===== src/rtl/cell_particle_streamer.sv =====
// cell_particle_streamer: reads a cell's particle count from a 2-cycle-latency
// position memory and streams every particle position out over valid/ready.
// Outstanding reads are credit-limited so the 4-entry output buffer never overflows.
module cell_particle_streamer #(
    parameter int DATA_WIDTH   = 96,
    parameter int PARTICLE_NUM = 220,
    parameter int ADDR_WIDTH   = 8
) (
    input  logic                  clk,
    input  logic                  rst,
    input  logic                  start,
    output logic                  busy,
    output logic                  done,
    output logic                  count_err,
    output logic [ADDR_WIDTH-1:0] mem_addr,
    output logic                  mem_rden,
    input  logic [DATA_WIDTH-1:0] mem_q,
    output logic                  out_valid,
    input  logic                  out_ready,
    output logic [DATA_WIDTH-1:0] out_data,
    output logic [ADDR_WIDTH-1:0] out_pid,
    output logic                  out_last
);

    typedef enum logic [2:0] {
        IDLE, RD_CNT, WAIT_CNT, STREAM, DRAIN, FINISH
    } state_t;

    localparam logic [ADDR_WIDTH-1:0] MAX_CNT = ADDR_WIDTH'(PARTICLE_NUM - 1);

    state_t                  state;
    logic                    wait_cnt;
    logic [ADDR_WIDTH-1:0]   n_cnt;
    logic [ADDR_WIDTH-1:0]   next_addr;
    logic                    rd_part;     // current mem_rden is a particle read (not the count read)

    // Return-tracking pipeline aligned to the memory latency
    logic                    vld_p1, vld_p2;
    logic [ADDR_WIDTH-1:0]   pid_p1, pid_p2;
    logic                    last_p1, last_p2;

    // Output buffer
    logic [DATA_WIDTH-1:0]   fifo_data [4];
    logic [ADDR_WIDTH-1:0]   fifo_pid  [4];
    logic                    fifo_last [4];
    logic [1:0]              wr_ptr, rd_ptr;
    logic [2:0]              fifo_count;

    logic                    hs;
    logic [1:0]              inflight;
    logic [3:0]              credit_used;
    logic                    can_issue;
    logic [ADDR_WIDTH-1:0]   raw_cnt;

    function automatic logic [ADDR_WIDTH-1:0] clamp_count(input logic [ADDR_WIDTH-1:0] raw);
        return (raw > MAX_CNT) ? MAX_CNT : raw;
    endfunction

    function automatic logic count_over(input logic [ADDR_WIDTH-1:0] raw);
        return raw > MAX_CNT;
    endfunction

    assign raw_cnt   = mem_q[ADDR_WIDTH-1:0];
    assign out_valid = (fifo_count != 3'd0);
    assign out_data  = out_valid ? fifo_data[rd_ptr] : '0;
    assign out_pid   = out_valid ? fifo_pid[rd_ptr]  : '0;
    assign out_last  = out_valid ? fifo_last[rd_ptr] : 1'b0;
    assign hs        = out_valid && out_ready;

    // Credits: buffered words, returns in the memory pipe, and the read on mem_rden now.
    // A handshake this cycle frees one slot, so a read may be issued in the same cycle.
    assign inflight    = 2'(vld_p1) + 2'(vld_p2);
    assign credit_used = 4'(fifo_count) + 4'(inflight) + 4'(rd_part);
    assign can_issue   = credit_used < (hs ? 4'd5 : 4'd4);

    // Sequencer: count read, particle read issue, drain and completion pulse
    always_ff @(posedge clk) begin
        if (rst) begin
            state     <= IDLE;
            busy      <= 1'b0;
            done      <= 1'b0;
            count_err <= 1'b0;
            mem_rden  <= 1'b0;
            mem_addr  <= '0;
            rd_part   <= 1'b0;
            wait_cnt  <= 1'b0;
            n_cnt     <= '0;
            next_addr <= '0;
        end else begin
            mem_rden <= 1'b0;
            rd_part  <= 1'b0;
            done     <= 1'b0;
            case (state)
                IDLE: begin
                    if (start) begin
                        busy      <= 1'b1;
                        count_err <= 1'b0;
                        mem_rden  <= 1'b1;
                        mem_addr  <= '0;
                        state     <= RD_CNT;
                    end
                end
                RD_CNT: begin
                    wait_cnt <= 1'b0;
                    state    <= WAIT_CNT;
                end
                WAIT_CNT: begin
                    if (!wait_cnt) begin
                        wait_cnt <= 1'b1;
                    end else if (raw_cnt == '0) begin
                        // Empty cell: DRAIN sees nothing outstanding and finishes at once
                        state <= DRAIN;
                    end else begin
                        // First read goes out with the count latch; the pipe is empty here
                        n_cnt     <= clamp_count(raw_cnt);
                        count_err <= count_over(raw_cnt);
                        mem_rden  <= 1'b1;
                        rd_part   <= 1'b1;
                        mem_addr  <= ADDR_WIDTH'(1);
                        next_addr <= ADDR_WIDTH'(2);
                        state     <= (clamp_count(raw_cnt) == ADDR_WIDTH'(1)) ? DRAIN : STREAM;
                    end
                end
                STREAM: begin
                    if (can_issue) begin
                        mem_rden  <= 1'b1;
                        rd_part   <= 1'b1;
                        mem_addr  <= next_addr;
                        next_addr <= next_addr + ADDR_WIDTH'(1);
                        if (next_addr == n_cnt)
                            state <= DRAIN;
                    end
                end
                DRAIN: begin
                    if ((hs && out_last) ||
                        (fifo_count == 3'd0 && inflight == 2'd0 && !rd_part)) begin
                        done  <= 1'b1;
                        state <= FINISH;
                    end
                end
                FINISH: begin
                    busy  <= 1'b0;
                    state <= IDLE;
                end
                default: state <= IDLE;
            endcase
        end
    end

    // p1/p2: valid tags follow particle reads through the memory latency
    always_ff @(posedge clk) begin
        if (rst) begin
            vld_p1 <= 1'b0;
            vld_p2 <= 1'b0;
        end else begin
            vld_p1 <= rd_part;
            vld_p2 <= vld_p1;
        end
    end

    // p1/p2: pid and last flag travel beside the valid tags
    always_ff @(posedge clk) begin
        pid_p1  <= mem_addr;
        last_p1 <= (mem_addr == n_cnt);
        pid_p2  <= pid_p1;
        last_p2 <= last_p1;
    end

    // Output buffer pointers and occupancy
    always_ff @(posedge clk) begin
        if (rst) begin
            wr_ptr     <= '0;
            rd_ptr     <= '0;
            fifo_count <= '0;
        end else begin
            assert (!(vld_p2 && fifo_count == 3'd4 && !hs));
            if (vld_p2)
                wr_ptr <= wr_ptr + 2'd1;
            if (hs)
                rd_ptr <= rd_ptr + 2'd1;
            fifo_count <= fifo_count + 3'(vld_p2) - 3'(hs);
        end
    end

    // Output buffer storage: returning words land with their pid and last flag
    always_ff @(posedge clk) begin
        if (vld_p2) begin
            fifo_data[wr_ptr] <= mem_q;
            fifo_pid[wr_ptr]  <= pid_p2;
            fifo_last[wr_ptr] <= last_p2;
        end
    end

endmodule


===== config.mk =====
export PLATFORM = sky130hd
export DESIGN_NAME = cell_particle_streamer
export DESIGN_NICKNAME = d
export VERILOG_FILES = /design/src/rtl/cell_particle_streamer.sv
export SDC_FILE = /design/constraint.sdc
export NUM_CORES = 1
export LEC_CHECK = 0
export CAP_MARGIN = 20
export CORE_ASPECT_RATIO = 1.5
export CORE_MARGIN = 5
export CORE_UTILIZATION = 42
export DETAILED_ROUTE_END_ITERATION = 6
export GPL_TIMING_DRIVEN = 0
export PLACE_DENSITY = 0.61
export SYNTH_ARGS = -nofsm -noshare
export SYNTH_HDL_FRONTEND = slang
export SYNTH_SLANG_ARGS = --single-unit

===== constraint.sdc =====
create_clock -name clk -period 9.6 [get_ports clk]
set_input_delay 2.4 -clock clk [delete_from_list [all_inputs] [get_ports clk]]
set_output_delay 2.4 -clock clk [all_outputs]
set_load 0.005 [all_outputs]

; ---- Word-level counts from Yosys, hierarchy flattened
; Memory sizes are Yosys's and may differ from the RTL's. A register that Yosys moved wholly into a read port is not among the register bits.
; Cells that the tools add are included.
[op_classes]
n_addsub = 8
n_lt_le_gt_ge = 2
n_eq_ne = 14
n_mux = 44
bitwise = 2
n_reduce_logical = 23
[ops]
columns = op, n
row1 = $mux 96, 1
row2 = $mux 8, 9
row3 = $pmux 8 s3, 1
row4 = $mux 3, 7
row5 = $eq 8x8->1, 2
row6 = $pmux 8 s2, 1
row7 = $pmux 3 s5, 1
row8 = $mux 1, 13
row9 = $mux 2, 6
row10 = $ne 2x2->1 const B, 6
row11 = $reduce_and 5->1, 2
row12 = $add 8x1->8 const B, 1
row13 = $eq 8x1->1 const B, 1
row14 = $gt 8x8->1 const B, 1
row15 = $logic_not 8->1, 1
row16 = $pmux 1 s2, 4
row17 = $reduce_and 4->1, 2
row18 = $reduce_bool 2->1, 4
row19 = $eq 3x2->1 const B, 2
row20 = $eq 3x3->1 const B, 2
row21 = $logic_not 3->1, 2
row22 = $reduce_bool 3->1, 2
row23 = $add 2x1->2 const B, 2
row24 = $add 3x2->4, 1
row25 = other kinds (15), 19
[totals]
reg_bits = 60
mem_bits_rw = 420
input_bits = 100
out_inout_bits = 118
word_cells = 115
mem_count = 3
[memory_table]
columns = memory, words, word_bits, read_ports, rd_clocked_by_memory_dff, write_ports, line_no
row1 = fifo_data, 4, 96, 1, 1, 1, 43  ; logic [DATA_WIDTH-1:0] fifo_data [4];
row2 = fifo_pid, 4, 8, 1, 1, 1, 44  ; logic [ADDR_WIDTH-1:0] fifo_pid [4];
row3 = fifo_last, 4, 1, 1, 1, 1, 45  ; logic fifo_last [4];

; ---- Depth between registers and ports, before layout
; Gate-level depths: netlist (run 1).
[logic_depth]
depth_word = 7
mapped_depth = 11
ltp_nobuf = 10

; ---- Worst setup path before layout (run 1)
; OpenSTA, ideal clock, no wires.
[synth_path]
path_kind = flip-flop to output port
from = reg (tool-made name)
to = out out_data[52]
arrival_time_ns = 1.672
required_time_ns = 7.200
slack_ns = 5.528
stages_incl_launch_ff = 6
path_buffers = 3
path_cell_list = dfxtp_1 -> clkbuf_1 -> buf_2 -> buf_2 -> mux4_2 -> and2_1
[synth_lines]
columns = item, line_no
row1 = end: declaration, 20  ; output logic [DATA_WIDTH-1:0] out_data,

==> impl_metrics.env, run 1 <==
export IMPL_hold_buffers=0
export IMPL_overflow=0
export IMPL_p_leak_nw=7.328
export IMPL_pin_count=218
export IMPL_grt_usage=0.1638
export IMPL_clock_latency_ns=0.54
export IMPL_antenna_found_initial=5
export IMPL_skew_ns=0.008577
export IMPL_synth_top_area_frac=0.6834
export IMPL_core_area_sq_mm=0.04363
export IMPL_synthXorXnorAreaFrac=0.01044
export IMPL_crit_path_start_kind="register"
export IMPL_p_total_w=0.005637
export IMPL_worst_slew_pin_slew_ns=0.7816
export IMPL_start_util=0.4230
export IMPL_p_clk_frac=0.321
export IMPL_vias_per_cell=5.111
export IMPL_pwr_share_comb=0.264
export IMPL_drc_errors=0
export IMPL_grt_use_met1=0.2002
export IMPL_fin_crit_ns=5.728
export IMPL_critical_path_class="register to output pin"
export IMPL_pwr_share_seq=0.415
export IMPL_grt_pass1_vias=10220
export IMPL_synth_compound_area_frac=0.02183
export IMPL_yosys_register_bits=482
export IMPL_yosysMostFrequentCell="edfxtp_1"
export IMPL_dpl_hpwl_um=25930
export IMPL_p_per_area_mw_per_mm2=244.0
export IMPL_routed_wl_um=39730
export IMPL_relSlewSlack=0.4789
export IMPL_hold_violations=0
export IMPL_yosysSeqAreaShare=0.7506
export IMPL_via_count=9358
export IMPL_busiest_layer="met2"
export IMPL_switching_share=0.2541
export IMPL_async_flop_share=0
export IMPL_synthTopCellsByCount="420 x edfxtp_1, 110 x and2_1, 104 x mux4_2"
export IMPL_synth_cell_types=54
export IMPL_root_buffer="clkbuf_16"
export IMPL_rsz0062_at_grt="no"
export IMPL_clockBufferDepth=3
export IMPL_grt_use_met2=0.2992
export IMPL_synth_edff_count=420
export IMPL_p_switching_w=0.001432
export IMPL_crit_required_ns=7.20
export IMPL_wl_per_cell_um=21.70
export IMPL_synth_adder_area_share=0.01003
export IMPL_maxCapViolCount=0
export IMPL_grt_pass1_wl_um=60840
export IMPL_nets=1326
export IMPL_synth_fp_nets=1053
export IMPL_die_area_sq_mm=0.04832
export IMPL_synth_top_family_by_area="multiplexers"
export IMPL_tns_ns=0
export IMPL_whs_ns=0.3273
export IMPL_portBuffers=217
export IMPL_post_cts_buffers=0
export IMPL_cts_buffers=46
export IMPL_gp_congestion=0.8154
export IMPL_synthFlopType="edfxtp_1"
export IMPL_ant_nets=0
export IMPL_area_delta_synth_final_pct=25.20
export IMPL_chipWidth_um=181.2
export IMPL_synth_simple_gate_area_frac=0.06231
export IMPL_rows=94
export IMPL_cts_sinks=482
export IMPL_setup_viol=0
export IMPL_netlist_instances=940
export IMPL_use_met3=0.02672
export IMPL_crit_path_end_kind="output pin"
export IMPL_crit_arrival_ns=3.33
export IMPL_synth_area_mux_share=0.1313
export IMPL_fp_dieH_um=266.7
export IMPL_p_int_w=0.004205
export IMPL_htreeDepth=2
export IMPL_cts_tree="done"
export IMPL_synth_area_sq_mm=0.01846
export IMPL_cts_reportedPaths_clkPinSlew_ns=0.06
export IMPL_grt_max_degree=50
export IMPL_status="finished clean"
export IMPL_synth_top_cells_by_area="edfxtp_1 68%, mux4_2 13%, dfxtp_1 6.7%"
export IMPL_period_share=0.5967
export IMPL_drt_pass1_iter_count=7
export IMPL_fmax_mhz=174.6
export IMPL_path_max_fanout=10
export IMPL_synth_avg_cell_area_sq_um=19.63
export IMPL_drtIter0Drc=482
export IMPL_min_path_type="register to register"
export IMPL_synth_top_area_cell="edfxtp_1"
export IMPL_yosysWarnings=0
export IMPL_ctsResizeCount=0
export IMPL_drive_gt1_frac=0.1672
export IMPL_slew_viol_final=0
export IMPL_ir_worst_vdd_v=0.0001490
## cells in the final DEF (no fill, tap or decap), types with 9 or more instances in the layout
master | Yosys | layout
a21oi_1 | 14 | 14
clkbuf_1 | 26 | 37
xor2_1 | 10 | 10
ha_1 | 10 | 10
nor2_1 | 28 | 28
buf_2 | 15 | 15
clkbuf_16 | 0 | 50
nand2_1 | 11 | 11
edfxtp_1 | 420 | 420
xnor2_1 | 12 | 12
dfxtp_1 | 62 | 62
mux4_2 | 104 | 104
clkdlybuf4s50_1 | 0 | 217
and2_1 | 110 | 106
o21ai_0 | 9 | 9
inv_1 | 16 | 16
clkinv_1 | 0 | 9
## area by class of cell
type / instances / area, sq um
flip-flops and latches: 482 / 13850
inverters: 17 / 63.81
multi-input cells: 397 / 4364
diodes: 5 / 12.51
fillers: 3536 / 20530
repair buffers: 225 / 2385
clock inverters: 23 / 216.5
clock buffers: 62 / 1306
plain buffers: 44 / 183.9
well taps: 576 / 720.7
## state kept, by name (all words and copies together), names as in the netlist, 2 cells and up, named ones only
register	cells
fifo_data	384
fifo_pid	32
mem_addr	8
n_cnt	8
next_addr	8
pid_p1	8
pid_p2	8
fifo_last	4
fifo_count	3
state	3
rd_ptr	2
wr_ptr	2
## cells by family (layout without fill, tap and decap cells)
kind of cell | after synthesis | in the layout
AND/OR/NAND/NOR | 193 | 193
buffers and inverters | 61 | 371
XOR/XNOR | 22 | 22
multiplexers | 112 | 112
adder cells (fa/ha/maj) | 13 | 13
AO/OA/AOI/OAI | 57 | 57
other | 0 | 5
flip-flops | 482 | 482
## metal layers
metal,routed length (um),vias up
met1,15780,4815
met2,21360,208
met3,1747,53
met5,0,-
li1,-,4282
met4,847,0
## power groups by stage
stage               clock network, W  logic [W]  registers [W]
detailed placement                 0    0.00153        0.00238
floorplan                          0   0.000746        0.00238
CTS                          0.00186    0.00154        0.00234
finish                       0.00181    0.00149        0.00234
global route                 0.00195    0.00162        0.00234
global placement                   0    0.00153        0.00239
## worst max-delay path: stages, from the launching register on
cell and delay (ns):
dfxtp_1 0.30, buf_2 0.21, clkbuf_1 0.62, clkbuf_1 0.57, mux4_2 0.46, and2_1 0.18
clkdlybuf4s50_1 0.44
## per-stage QoR
step | cell area (sq um) | utilization | worst slack (ns) | instances
after floorplan | 18460 | - | 5.528 | 940
after global placement | 21350 | 0.4892 | 3.848 | 1733
after detailed placement | 21570 | 0.4944 | 4.296 | 1741
after CTS | 23090 | 0.5292 | 3.701 | 1826
after global routing | 23100 | 0.5294 | 3.614 | 1829
final | 23110 | 0.5295 | 3.872 | 1831
## worst paths after layout
path,from,end,slack [ns],cells past startpoint
worst min-delay path,last_p1,last_p2,0.33,0
worst max-delay path,register,out_data[92],3.87,6
worst max register to register,vld_p2,mem_addr[0],6.54,11
worst min register to register,last_p1,last_p2,0.33,0
Note: power is estimated with default switching activity, not from simulation.
==> inputs of run 2 (changes only) <==
Clock period 9.6 ns to 5.8 ns, I/O delays scaled along.
==> results of run 2 <==
The final DEF is identical to that of run 1. Status: finished clean.
Main changes from that run: setup slack after placement 4.296 ns -> 1.446 ns; setup slack after layout 3.872 ns -> 1.022 ns; register-to-register setup slack 6.54 ns -> 2.74 ns; total power 0.005637 W -> 0.009330 W; worst IR drop on VDD 0.0001490 V -> 0.0002466 V
